**src/rtl/video_layer_arbiter.sv**
```systemverilog
// Per-pixel priority arbiter between object layers and the background, with frame-level
// mode sequencing and overlap statistics. Optional macro: LAYER_ARB_TRANSPARENT_EN.
module video_layer_arbiter #(
  parameter int unsigned NUM_LAYERS = 4,
  parameter int unsigned CNT_W      = 16
`ifdef LAYER_ARB_TRANSPARENT_EN
  , parameter logic [7:0] TRANSPARENT = 8'hFF
`endif
) (
  input  logic                    clk,
  input  logic                    reset,
  input  logic                    startOfFrame,
  input  logic                    bgOnlyReq,
  input  logic [NUM_LAYERS-1:0]   layerDrawReq,
  input  logic [NUM_LAYERS*8-1:0] layerRGB,
  input  logic [7:0]              BG_RGB,
  output logic [7:0]              RGBOut,
  output logic [NUM_LAYERS-1:0]   layerGrant,
  output logic [NUM_LAYERS-1:0]   collisionFrame,
  output logic [CNT_W-1:0]        overlapCount,
  output logic                    frameDone
);

  typedef enum logic [1:0] {WAIT_SOF, DRAW, BG_ONLY} state_t;

  state_t                  state;
  state_t                  mode_c;
  logic                    s1_sof;
  logic                    s1_bg_only;
  logic [NUM_LAYERS-1:0]   s1_req;
  logic [NUM_LAYERS*8-1:0] s1_rgb;
  logic [7:0]              s1_bg_rgb;
  logic [NUM_LAYERS-1:0]   acc;
  logic [CNT_W-1:0]        cnt;

  logic [NUM_LAYERS-1:0]   eff_c;
  logic [NUM_LAYERS-1:0]   grant_c;
  logic [NUM_LAYERS-1:0]   contrib_c;
  logic                    multi_c;
  logic [7:0]              win_rgb_c;

  // Effective requests: transparent pixels optionally drop out of arbitration and overlap.
  always_comb begin
    eff_c = s1_req;
`ifdef LAYER_ARB_TRANSPARENT_EN
    for (int i = 0; i < int'(NUM_LAYERS); i++) begin
      if (s1_rgb[8*i +: 8] == TRANSPARENT) eff_c[i] = 1'b0;
    end
`endif
  end

  // Lowest set bit wins; two or more set bits is an overlap pixel.
  always_comb begin
    grant_c   = eff_c & (~eff_c + NUM_LAYERS'(1));
    multi_c   = |(eff_c & (eff_c - NUM_LAYERS'(1)));
    contrib_c = multi_c ? eff_c : '0;
    win_rgb_c = s1_bg_rgb;
    for (int i = int'(NUM_LAYERS) - 1; i >= 0; i--) begin
      if (eff_c[i]) win_rgb_c = s1_rgb[8*i +: 8];
    end
  end

  // The SOF pixel itself already belongs to the newly selected frame mode.
  always_comb begin
    mode_c = state;
    if (s1_sof) mode_c = s1_bg_only ? BG_ONLY : DRAW;
  end

  always_ff @(posedge clk or posedge reset) begin
    if (reset) begin
      state          <= WAIT_SOF;
      s1_sof         <= 1'b0;
      s1_bg_only     <= 1'b0;
      s1_req         <= '0;
      s1_rgb         <= '0;
      s1_bg_rgb      <= 8'h00;
      acc            <= '0;
      cnt            <= '0;
      RGBOut         <= 8'h00;
      layerGrant     <= '0;
      collisionFrame <= '0;
      overlapCount   <= '0;
      frameDone      <= 1'b0;
    end else begin
      s1_sof     <= startOfFrame;
      s1_bg_only <= bgOnlyReq;
      s1_req     <= layerDrawReq;
      s1_rgb     <= layerRGB;
      s1_bg_rgb  <= BG_RGB;
      state      <= mode_c;
      frameDone  <= s1_sof;

      case (mode_c)
        DRAW: begin
          RGBOut     <= win_rgb_c;
          layerGrant <= grant_c;
        end
        BG_ONLY: begin
          RGBOut     <= s1_bg_rgb;
          layerGrant <= '0;
        end
        default: begin
          RGBOut     <= 8'h00;
          layerGrant <= '0;
        end
      endcase

      // Publish the finished frame, then restart from the SOF pixel's own contribution.
      if (s1_sof) begin
        collisionFrame <= acc;
        overlapCount   <= cnt;
        acc            <= contrib_c;
        cnt            <= CNT_W'(multi_c);
      end else if (state != WAIT_SOF) begin
        acc <= acc | contrib_c;
        if (multi_c && (cnt != {CNT_W{1'b1}})) cnt <= cnt + CNT_W'(1);
      end
    end
  end

endmodule
```
**config.mk**
```make
export PLATFORM = sky130hd
export DESIGN_NAME = video_layer_arbiter
export DESIGN_NICKNAME = d
export VERILOG_FILES = /design/src/rtl/video_layer_arbiter.sv
export SDC_FILE = /design/constraint.sdc
export NUM_CORES = 1
export LEC_CHECK = 0
export ABC_CLOCK_PERIOD_IN_PS = 4640
export CORE_MARGIN = 4
export CORE_UTILIZATION = 25
export DETAILED_ROUTE_END_ITERATION = 7
export DONT_BUFFER_PORTS = 1
export PLACE_DENSITY = 0.49
export REMOVE_ABC_BUFFERS = 1
export SLEW_MARGIN = 10
export SYNTH_ARGS = -nofsm -noshare
export SYNTH_HDL_FRONTEND = slang
export SYNTH_SLANG_ARGS = --single-unit
export TNS_END_PERCENT = 100
```
**constraint.sdc**
```tcl
create_clock -name clk -period 4.64 [get_ports clk]
set_clock_uncertainty 0.2 [all_clocks]
set_input_delay 0.696 -clock clk [delete_from_list [all_inputs] [get_ports clk]]
set_output_delay 0.696 -clock clk [all_outputs]
set_load 0.02 [all_outputs]
```
After elaboration in Yosys (flattened, before gate mapping)
Index checks and enable logic that the tools add are counted.
- $add $sub $neg: 3
- eq/ne operators: 3
- multiplexer cells: 14
- bitwise operators: 4
- reductions and logical operators: 6
- operators by type and width (cell ; number):
    $mux 16 ; 3
    $mux 8 ; 4
    $add 16x1->16 const B ; 1
    $mux 4 ; 4
    $ne 16x16->1 const B ; 1
    $pmux 8 s2 ; 1
    $and 4x4->4 ; 2
    $reduce_bool 2->1 ; 3
    $add 4x1->4 const B ; 1
    $mux 2 ; 2
    $not 4->4 ; 1
    $or 4x4->4 ; 1
    $reduce_or 4->1 ; 1
    $sub 4x1->4 const B ; 1
    $eq 2x1->1 const B ; 1
    $eq 2x2->1 const B ; 1
    $reduce_and 2->1 ; 1
    $logic_and 1x1->1 ; 1
- register bits: 101
- input port bits: 48
- output and inout bits: 33

Logic depth before layout (Yosys ltp)
Gate-level depths: netlist of the first run.
- depth after elaboration: 7
- depth in mapped cells: 7
- gate-level depth less buffers: 6

Worst setup path after synthesis of the first run
OpenSTA, ideal clock, no wires.
- path kind: register -> register
- start: register s1_sof
- end: register RGBOut[5]
- setup time: 0.078 ns
- arrival: 1.678 ns
- required time: 4.362 ns
- slack: 2.684 ns
- stages on the path, launching flop included: 8
- path buffers: 2
- clock period less this slack: 1.956 ns
- cell sequence: dfrtp_1 -> clkbuf_1 -> mux2_2 -> inv_1 -> ha_1 -> clkbuf_1 -> o21ai_0 -> a21oi_1
- cells in the longest elaborated chain, start to end: 3
- elaborated cells on any way between the ends: 4
- RTL lines (element ; RTL line ; source):
    start, declared ; 28 ; logic s1_sof;
    start signal, assigned ; 85 ; s1_sof <= startOfFrame;
    $mux 2 * ; 66 ; if (s1_sof) mode_c = s1_bg_only ? BG_ONLY : DRAW;
    via mode_c[0] ; 27 ; state_t mode_c;
    $eq 2x2->1 / $eq 2x1->1 (equally long branches) ; 93 ; case (mode_c)
    $pmux 8 s2 * ; 93 ;
    end signal, assigned ; 95 ; RGBOut <= win_rgb_c;
    end signal, assigned ; 99 ; RGBOut <= s1_bg_rgb;
    end, declared ; 17 ; output logic [7:0] RGBOut,
The timed path passes the listed nets; every way through them passes the cells marked *.
A chain may end at the register's enable or synchronous reset.

Final worst setup path of the first run
- start: register s1_sof
- end: register cnt[6]
- cells in the longest elaborated chain, start to end: 2
- elaborated cells on any way between the ends: 4
- RTL lines (element ; RTL line ; source):
    $reduce_bool 2->1 (no source line) ; - ;
    $reduce_and 2->1 (no source line) ; - ;
    end signal, assigned ; 113 ; cnt <= CNT_W'(multi_c);
    end signal, assigned ; 116 ; if (multi_c && (cnt != {CNT_W{1'b1}})) cnt <= cnt + CNT_W'(1);
    end, declared ; 34 ; logic [CNT_W-1:0] cnt;
Parallel ways exist; a longest one is shown, timed or not.

==> results of run 1 <==
## layer usage
metal	vias up	routed length (µm)	global-route usage
met5	-	12	0
met4	2	83	0.02206
met3	10	742	0.05551
met2	72	3854	0.1527
met1	1157	3590	0.1159
li1	1133	-	-
## worst min path at each step
stage	endpoint	slack [ns]	cells past startpoint
after floorplan	collisionFrame[0]$_DFFE_PP0P_	0.28	1
after global placement	collisionFrame[1]$_DFFE_PP0P_	0.30	1
after detailed placement	collisionFrame[0]$_DFFE_PP0P_	0.30	1
after CTS	layerGrant[3]$_DFF_PP0_	0.17	1
after global routing	eff_c[3]$_DFF_PP0_	0.16	0
final	s1_sof$_DFF_PP0_	0.14	1
## layout by cell type (no fill, tap or decap), types with 5 or more instances in the layout
master / netlist / routed
sky130_fd_sc_hd__mux2_2: 22 / 22
sky130_fd_sc_hd__o21ai_1: 14 / 14
sky130_fd_sc_hd__inv_1: 10 / 9
sky130_fd_sc_hd__o21ai_0: 5 / 5
sky130_fd_sc_hd__nand2_1: 30 / 30
sky130_fd_sc_hd__dfrtp_1: 101 / 100
sky130_fd_sc_hd__mux2i_1: 8 / 8
sky130_fd_sc_hd__o31ai_1: 8 / 8
sky130_fd_sc_hd__diode_2: 0 / 6
sky130_fd_sc_hd__clkbuf_16: 0 / 9
sky130_fd_sc_hd__or4_1: 9 / 9
sky130_fd_sc_hd__nand4_1: 5 / 5
sky130_fd_sc_hd__nand3_1: 6 / 6
sky130_fd_sc_hd__nor2_1: 5 / 5
sky130_fd_sc_hd__a21oi_1: 26 / 26
sky130_fd_sc_hd__nand3b_1: 7 / 7
## synthesized netlist by cell type (2+ instances only)
cell type / instances
sky130_fd_sc_hd__or3_1: 2
sky130_fd_sc_hd__o22ai_1: 2
sky130_fd_sc_hd__nand2_1: 30
sky130_fd_sc_hd__buf_1: 4
sky130_fd_sc_hd__o21ai_0: 5
sky130_fd_sc_hd__and3_1: 3
sky130_fd_sc_hd__nor2_1: 5
sky130_fd_sc_hd__nor2b_1: 4
sky130_fd_sc_hd__inv_1: 10
sky130_fd_sc_hd__dfrtp_1: 101
sky130_fd_sc_hd__nor3_1: 4
sky130_fd_sc_hd__a21oi_1: 26
sky130_fd_sc_hd__ha_1: 3
sky130_fd_sc_hd__o31ai_1: 8
sky130_fd_sc_hd__clkbuf_1: 10
sky130_fd_sc_hd__and4_1: 4
sky130_fd_sc_hd__nand3_1: 6
sky130_fd_sc_hd__buf_6: 2
sky130_fd_sc_hd__nand4_1: 5
sky130_fd_sc_hd__mux2_1: 2
sky130_fd_sc_hd__o21ai_1: 14
sky130_fd_sc_hd__buf_4: 2
sky130_fd_sc_hd__mux2_2: 22
sky130_fd_sc_hd__or4_1: 9
sky130_fd_sc_hd__mux2i_1: 8
sky130_fd_sc_hd__nand3b_1: 7
## flip-flops by register name (all words and copies together), names as in the netlist
| register | flops |
|---|---|
| acc | 4 |
| s1_sof | 1 |
| s1_rgb | 32 |
| frameDone | 1 |
| cnt | 16 |
| layerGrant | 4 |
| s1_bg_rgb | 8 |
| overlapCount | 16 |
| state | 2 |
| collisionFrame | 4 |
| s1_bg_only | 1 |
| RGBOut | 8 |
| eff_c | 4 |
## power by group
part,internal [mW],leakage (nW),switching (mW)
sequential,0.929,1.27,0.0688
clock,0.379,0.136,0.313
combinational,0.0427,0.508,0.0609
total,1.35,1.91,0.443
## area by class of cell
cell class | instances | area (µm²) | share of cell area
Inverter | 10 | 40.04 | 0.009012
Tap cell | 211 | 264.0 | 0.05942
Antenna cell | 6 | 15.01 | 0.003379
Clock inverter | 4 | 31.28 | 0.007040
Timing Repair Buffer | 1 | 7.507 | 0.001690
Clock buffer | 11 | 242.7 | 0.05463
Multi-Input combinational cell | 188 | 1314 | 0.2957
Sequential cell | 101 | 2529 | 0.5691
## through the flow
step	worst slack [ns]	cell area, µm²	cells	hold WS (ns)	power [mW]
after CTS	1.999	4428	526	0.1653	1.829
after global routing	1.844	4436	529	0.1572	1.887
after global placement	2.098	4154	511	0.2968	1.122
final	2.057	4443	532	0.1449	1.794
after floorplan	1.097	3879	299	0.2795	1.082
after detailed placement	2.016	4154	511	0.3003	1.125
## worst max-delay path: stages, from the launching register on
cell	delay (ns)
sky130_fd_sc_hd__dfrtp_2	0.95
sky130_fd_sc_hd__or3_1	0.31
sky130_fd_sc_hd__o211ai_4	0.25
sky130_fd_sc_hd__nor4_1	0.39
sky130_fd_sc_hd__mux2_1	0.35
## cells by family (layout without fill, tap and decap cells)
logic type,Yosys count,after routing
buf+inv,29,26
fa+ha+maj,4,4
compound gates,64,64
other cells,0,6
mux,33,33
simple gates,87,87
flops,101,101
==> out/metrics.sh, run 1 <==
SYNTH_ENABLE_FLOP_CELLS=0
SETUP_CRIT_END_KIND='flip-flop'
SYNTH_TOP_CELLS_BY_AREA='sky130_fd_sc_hd__dfrtp_1 64%, sky130_fd_sc_hd__mux2_2 6.2%, sky130_fd_sc_hd__a21oi_1 3.3%'
INITIALDRTVIOLATIONCOUNT=58
CRITPATHREQUIREDTIME_NS=4.66
GRT_OVERFLOW=0
POWER-PER-CELL-AREA_nW_PER_UM2=403.8
SETUP_VIOL=0
CTS-ROOT-TO-SINK-BUFFERS=2
ANT_NETS=0
DRCVIOLATIONCOUNT=0
WORSTREG2REGSTART='s1_sof$_DFF_PP0_'
NUMBER_OF_BUFFERS_ADDED_FOR_SETUP_AFTER_CTS=0
DIE_X_UM=134.1
STARTING_DENSITY_OF_THE_CORE=0.2585
LEAKAGE_nW=1.912
SYNTH_CELL_TYPES=46
SYNTH_MUX_AREA_FRAC=0.09194
REG2REG_TO='cnt[6]$_DFFE_PP0P_'
SYNTH_TOP_FLOP_CELL='sky130_fd_sc_hd__dfrtp_1'
SYNTH_COMPOUND_AREA_FRAC=0.09792
FIRST_PASS_GRT_WIRE_LENGTH_UM=13630
TIMING.REG2REG.SETUP_SLACK_NS=2.06
VIAS=2374
CORE_UM2=15370
ROUTE.DETAILED.WL_PER_INST_UM=15.57
SYNTH_CELLS=318
CLK_ROOT_BUFFER_CELL='sky130_fd_sc_hd__clkbuf_16'
CRITICAL_PATH.STARTPOINT_TYPE='flip-flop'
DIE_AREA_UM2=17980
FINAL.PERIOD_UTILIZATION=0.5566
WORST_MAX_SLEW_PIN_SLEW_NS=0.8980
IR_DROP_mV=0.2026
CAP_VIOLATIONS=0
RSZ0062_AT_GRT='false'
VIA_COUNT_OF_THE_FIRST_GLOBAL_ROUTING_PASS=2535
POST_SYNTHESIS_SIMPLE_GATE_AREA_FRACTION=0.1285
FINAL_HOLD_VIOL_COUNT=0
SYNTH.YOSYS.WARNINGS=0
LAYOUT-DRIVE-GT1-SHARE=0.1524
PLACEMENT_ROWS=45
DRT_PASS1_ITERATIONS=4
DIE_H_UM=134.1
FINALMAXSLEWVIOLATIONS=0
REGISTER_TO_REGISTER_PATH_DEPTH=4
ANTENNA_FOUND_INITIAL=7
STATUS='finished clean'
GRT_MAX_DEGREE=57
RELSLEWSLACK=0.3968
TRITONCTS_NUM_SINKS=101
POST_CTS.RESIZED_INSTANCES=0
SYNTH_TOP_FAMILY_BY_AREA='simple AND/OR/NAND/NOR gates'
FILLERS=1572
SYN-MEAN-INSTANCE-AREA_UM2=12.50
NUMCTSBUFFERS=9
INSERTION_DELAY_NS=0.34
REGISTER_AREA_SHARE_AFTER_SYNTHESIS=0.6360
POST-DP-HPWL_UM=5669
ASYNC_RESET_FF_FRAC=1.000
WORST_SETUP_PATH_ENDPOINT='cnt[6]$_DFFE_PP0P_'
NNETSFINAL=362
SYNTH_XOR_XNOR_AREA_SHARE=0
SYNTH_FA_HA_AREA_FRAC=0.01228
FMAX_GHz=0.3872
SETUP_CP_TYPE='flip-flop to flip-flop'
FINAL_CORE_UTIL=0.2891
PATH_MAX_FANOUT=48
IO-PIN-COUNT=81
CTS_HOLD_BUF=0
FINAL.MIN_CLOCK_PERIOD_NS=2.583
H-TREE-DEPTH=3
TOTAL_ROUTED_WIRELENGTH_UM=8283
VIAS_PER_CELL=4.462
SYN_AREA_UM2=3974
TRITONCTS='yes'
TIMING.CRITICAL_PATH.ARRIVAL_NS=2.60
SUM_OF_NEGATIVE_SETUP_SLACK_NS=0
SYNTH.FF_LATCH_COUNT=101
HOLD_PATH_CLASS='input pin to asynchronous set/reset pin'
AREAGROWTHSYNTHTOFINISH_PCT=11.81
PLACEMENT.IO_BUFFERS=0
PATH_CLK_SLEW_NS=0.06
GP_CONGESTION=0.7347
YOSYS_TOP_CELL_BY_AREA='sky130_fd_sc_hd__dfrtp_1'
CRIT_START='s1_sof$_DFF_PP0_'
COMBINED_GLOBAL_ROUTE_UTILIZATION_OF_ALL_METAL_LAYERS=0.09701
SYNTH.TOP_CELL.AREA_SHARE=0.6360
Power figures use the tool's default switching activity.
==> inputs of run 2 (changes only) <==
--- a/config.mk
+++ b/config.mk
@@ -5,12 +5,12 @@
 export SDC_FILE = /design/constraint.sdc
 export NUM_CORES = 1
 export LEC_CHECK = 0
-export ABC_CLOCK_PERIOD_IN_PS = 4640
+export ABC_CLOCK_PERIOD_IN_PS = 2100
 export CORE_MARGIN = 4
 export CORE_UTILIZATION = 25
 export DETAILED_ROUTE_END_ITERATION = 7
 export DONT_BUFFER_PORTS = 1
-export PLACE_DENSITY = 0.49
+export PLACE_DENSITY = 0.51
 export REMOVE_ABC_BUFFERS = 1
 export SLEW_MARGIN = 10
 export SYNTH_ARGS = -nofsm -noshare
==> constraint.sdc (replaced) <==
create_clock -name clk -period 2.1 [get_ports clk]
set_clock_uncertainty 0.2 [all_clocks]
set_input_delay 0.315 -clock clk [delete_from_list [all_inputs] [get_ports clk]]
set_output_delay 0.315 -clock clk [all_outputs]
set_load 0.02 [all_outputs]
==> run 2 against run 1 <==
Setup slack worse by 2.0 ns. Sequential share of layout area is 7.8 points lower. Clock power grew to 2.6 times the previous value. Final cell count is 12% higher. Largest cell class unchanged. Final area is 16% higher.
==> out/metrics.sh, run 2 (same netlist as run 1, synthesis figures left out) <==
FMAX_GHz=0.4985  # +29%
FIRST_PASS_GRT_WIRE_LENGTH_UM=14500  # +6.4%
ROUTE.DETAILED.WL_PER_INST_UM=14.84  # -4.7%
REG2REG_TO='cnt[2]$_DFFE_PP0P_'
SETUP_CP_TYPE='flip-flop to flip-flop'
AREAGROWTHSYNTHTOFINISH_PCT=29.44
POST_CTS.RESIZED_INSTANCES=0  # unchanged
GRT_OVERFLOW=0  # unchanged
SETUP_CRIT_END_KIND='flip-flop'
DIODES=0  # -6
PATH_MAX_FANOUT=6  # -88%
WORSTREG2REGSTART='cnt[6]$_DFFE_PP0P_'
LARGEST_REGISTER_FFS=32  # unchanged
VIA_COUNT_OF_THE_FIRST_GLOBAL_ROUTING_PASS=2736  # +7.9%
DRCVIOLATIONCOUNT=0  # unchanged
STARTING_DENSITY_OF_THE_CORE=0.2585  # unchanged
TOTAL_ROUTED_WIRELENGTH_UM=8874  # +7.1%
DIE_AREA_UM2=17980  # unchanged
MOSTFREQUENTLAYOUTCELL='sky130_fd_sc_hd__dfrtp_1'
TOP_REGS='s1_rgb x32, cnt x16, overlapCount x16'
TRITONCTS='yes'
DIE_H_UM=134.1  # unchanged
ANTENNA_FOUND_INITIAL=0  # -7
RSZ0062_AT_GRT='false'
GRT_MAX_DEGREE=42  # -26%
PLACE.DETAILED.INSTANCES=535  # +4.7%
TRITONCTS_NUM_SINKS=101  # unchanged
CRITPATHREQUIREDTIME_NS=2.12  # -2.54 ns
IO-PIN-COUNT=81  # unchanged
VIAS=2640  # +11%
REGISTERS.TOP_BY_FF_COUNT='s1_rgb'
VIAS_PER_CELL=4.415  # -1.1%
H-TREE-DEPTH=3  # unchanged
ANT_NETS=0  # unchanged
TIMING.CRITICAL_PATH.ARRIVAL_NS=2.03  # -0.57 ns
PATH_CLK_SLEW_NS=0.07  # about the same
SETUP_VIOL=0  # unchanged
DRT_PASS1_ITERATIONS=4  # unchanged
LAYOUT_COMMON_CELLS='100 x sky130_fd_sc_hd__dfrtp_1, 47 x sky130_fd_sc_hd__dlygate4sd3_1, 30 x sky130_fd_sc_hd__nand2_1'
FIN_CELLS=598  # +12%
IR_DROP_mV=0.4734  # +130%
LEAKAGE_nW=2.255  # +18%
POWER-PER-CELL-AREA_nW_PER_UM2=838.4  # +110%
NNETSFINAL=434  # +20%
LAYOUT-DRIVE-GT1-SHARE=0.1912  # +0.03883
CORE_UM2=15370  # unchanged
INSERTION_DELAY_NS=0.34  # about the same
RELSLEWSLACK=0.6559  # +0.2591
COMBINED_GLOBAL_ROUTE_UTILIZATION_OF_ALL_METAL_LAYERS=0.1030  # +0.006009
PLACEMENT_ROWS=45  # unchanged
FINAL.MIN_CLOCK_PERIOD_NS=2.006  # -0.5766 ns
NUMCTSBUFFERS=9  # unchanged
TOTAL_POWER_DRAW_mW=4.312  # +140%
REGISTER_TO_REGISTER_PATH_DEPTH=4  # unchanged
CRITICAL_PATH.STARTPOINT_TYPE='flip-flop'
TIMING.REG2REG.SETUP_SLACK_NS=0.09  # -1.96 ns
HOLD_PATH_CLASS='input pin to asynchronous set/reset pin'
GP_CONGESTION=0.7897  # +7.5%
FINAL.PERIOD_UTILIZATION=0.9553  # +0.3987
CAP_VIOLATIONS=0  # unchanged
PLACEMENT.IO_BUFFERS=0  # unchanged
FINAL_HOLD_VIOL_COUNT=0  # unchanged
CLK_ROOT_BUFFER_CELL='sky130_fd_sc_hd__clkbuf_16'
FINAL_CORE_UTIL=0.3346  # +0.04558
PLACED_AREA_UM2=4347  # +4.6%
DIE_X_UM=134.1  # unchanged
POST-DP-HPWL_UM=6458  # +14%
STATUS='finished clean'
INITIALDRTVIOLATIONCOUNT=97  # +67%
CTS-ROOT-TO-SINK-BUFFERS=2  # unchanged
POST-ROUTE-CELL-AREA_UM2=5144  # +16%
WORST_MAX_SLEW_PIN_SLEW_NS=0.5162  # -0.3819 ns
FINALMAXSLEWVIOLATIONS=0  # unchanged
run 2: cell count changes in the layout (fill, tap and decap cells not counted):
cell and change:
sky130_fd_sc_hd__dlygate4sd3_1 +47, sky130_fd_sc_hd__inv_6 +1, sky130_fd_sc_hd__bufinv_16 +2, sky130_fd_sc_hd__clkinvlp_4 +1, sky130_fd_sc_hd__diode_2 -6, sky130_fd_sc_hd__clkbuf_1 -1
sky130_fd_sc_hd__clkbuf_8 -1, sky130_fd_sc_hd__clkinv_2 -1, sky130_fd_sc_hd__clkinv_4 -1, sky130_fd_sc_hd__buf_12 +1, sky130_fd_sc_hd__buf_4 +24
run 2: power breakdown:
group / switching (mW) / total, mW / leakage [nW] / internal (mW)
clock: 0.717 / 1.77 / 0.153 / 1.05
combinational: 0.194 / 0.377 / 0.835 / 0.183
sequential: 0.116 / 2.17 / 1.27 / 2.05
run 2: cell type report:
class	count	area, µm²
Clock inverter	6	93.84
Clock buffer	9	225.2
Multi-Input combinational cell	188	1314
Timing Repair Buffer	73	678.2
Sequential cell	101	2529
Tap cell	211	264.0
Inverter	10	40.04
Fill cell	1507	10230
run 2: what timing repair did:
action,CTS,global route
hold buffers,47,0
endpoints found under the hold margin,106,0
endpoints found under the setup margin,0,1
setup buffers,0,1
run 2: worst max-delay path: stages, from the launching register on:
cell	delay (ns)
sky130_fd_sc_hd__dfrtp_1	0.43
sky130_fd_sc_hd__nand4_2	0.19
sky130_fd_sc_hd__or4_1	0.62
sky130_fd_sc_hd__nand3_1	0.13
sky130_fd_sc_hd__mux2_1	0.32
run 2: worst max-delay path by stage:
stage | startpoint | to | cells after the start
final | cnt[6]$_DFFE_PP0P_ | cnt[2]$_DFFE_PP0P_ | 4
after global routing | cnt[10]$_DFFE_PP0P_ | cnt[6]$_DFFE_PP0P_ | 6
after CTS | cnt[10]$_DFFE_PP0P_ | cnt[2]$_DFFE_PP0P_ | 4
after detailed placement | cnt[10]$_DFFE_PP0P_ | cnt[2]$_DFFE_PP0P_ | 4
after global placement | cnt[10]$_DFFE_PP0P_ | cnt[2]$_DFFE_PP0P_ | 4
after floorplan | reset | RGBOut[0]$_DFF_PP0_ | 1
run 2: layer usage:
metal,share of wire,track usage
met2,0.48,0.1682
met3,0.089,0.05064
met4,0.0091,0.02545
met1,0.42,0.1225
met5,0,0
run 2: metrics by stage:
stage               TNS (ns)  hold WS, ns  worst slack, ns
floorplan            -116.09       0.1464           -1.062
global placement           0     -0.04410           0.1160
detailed placement         0     -0.04079          0.09051
CTS                        0       0.2227          0.07017
global route               0       0.2381         0.004708
finish                     0       0.2093          0.09379
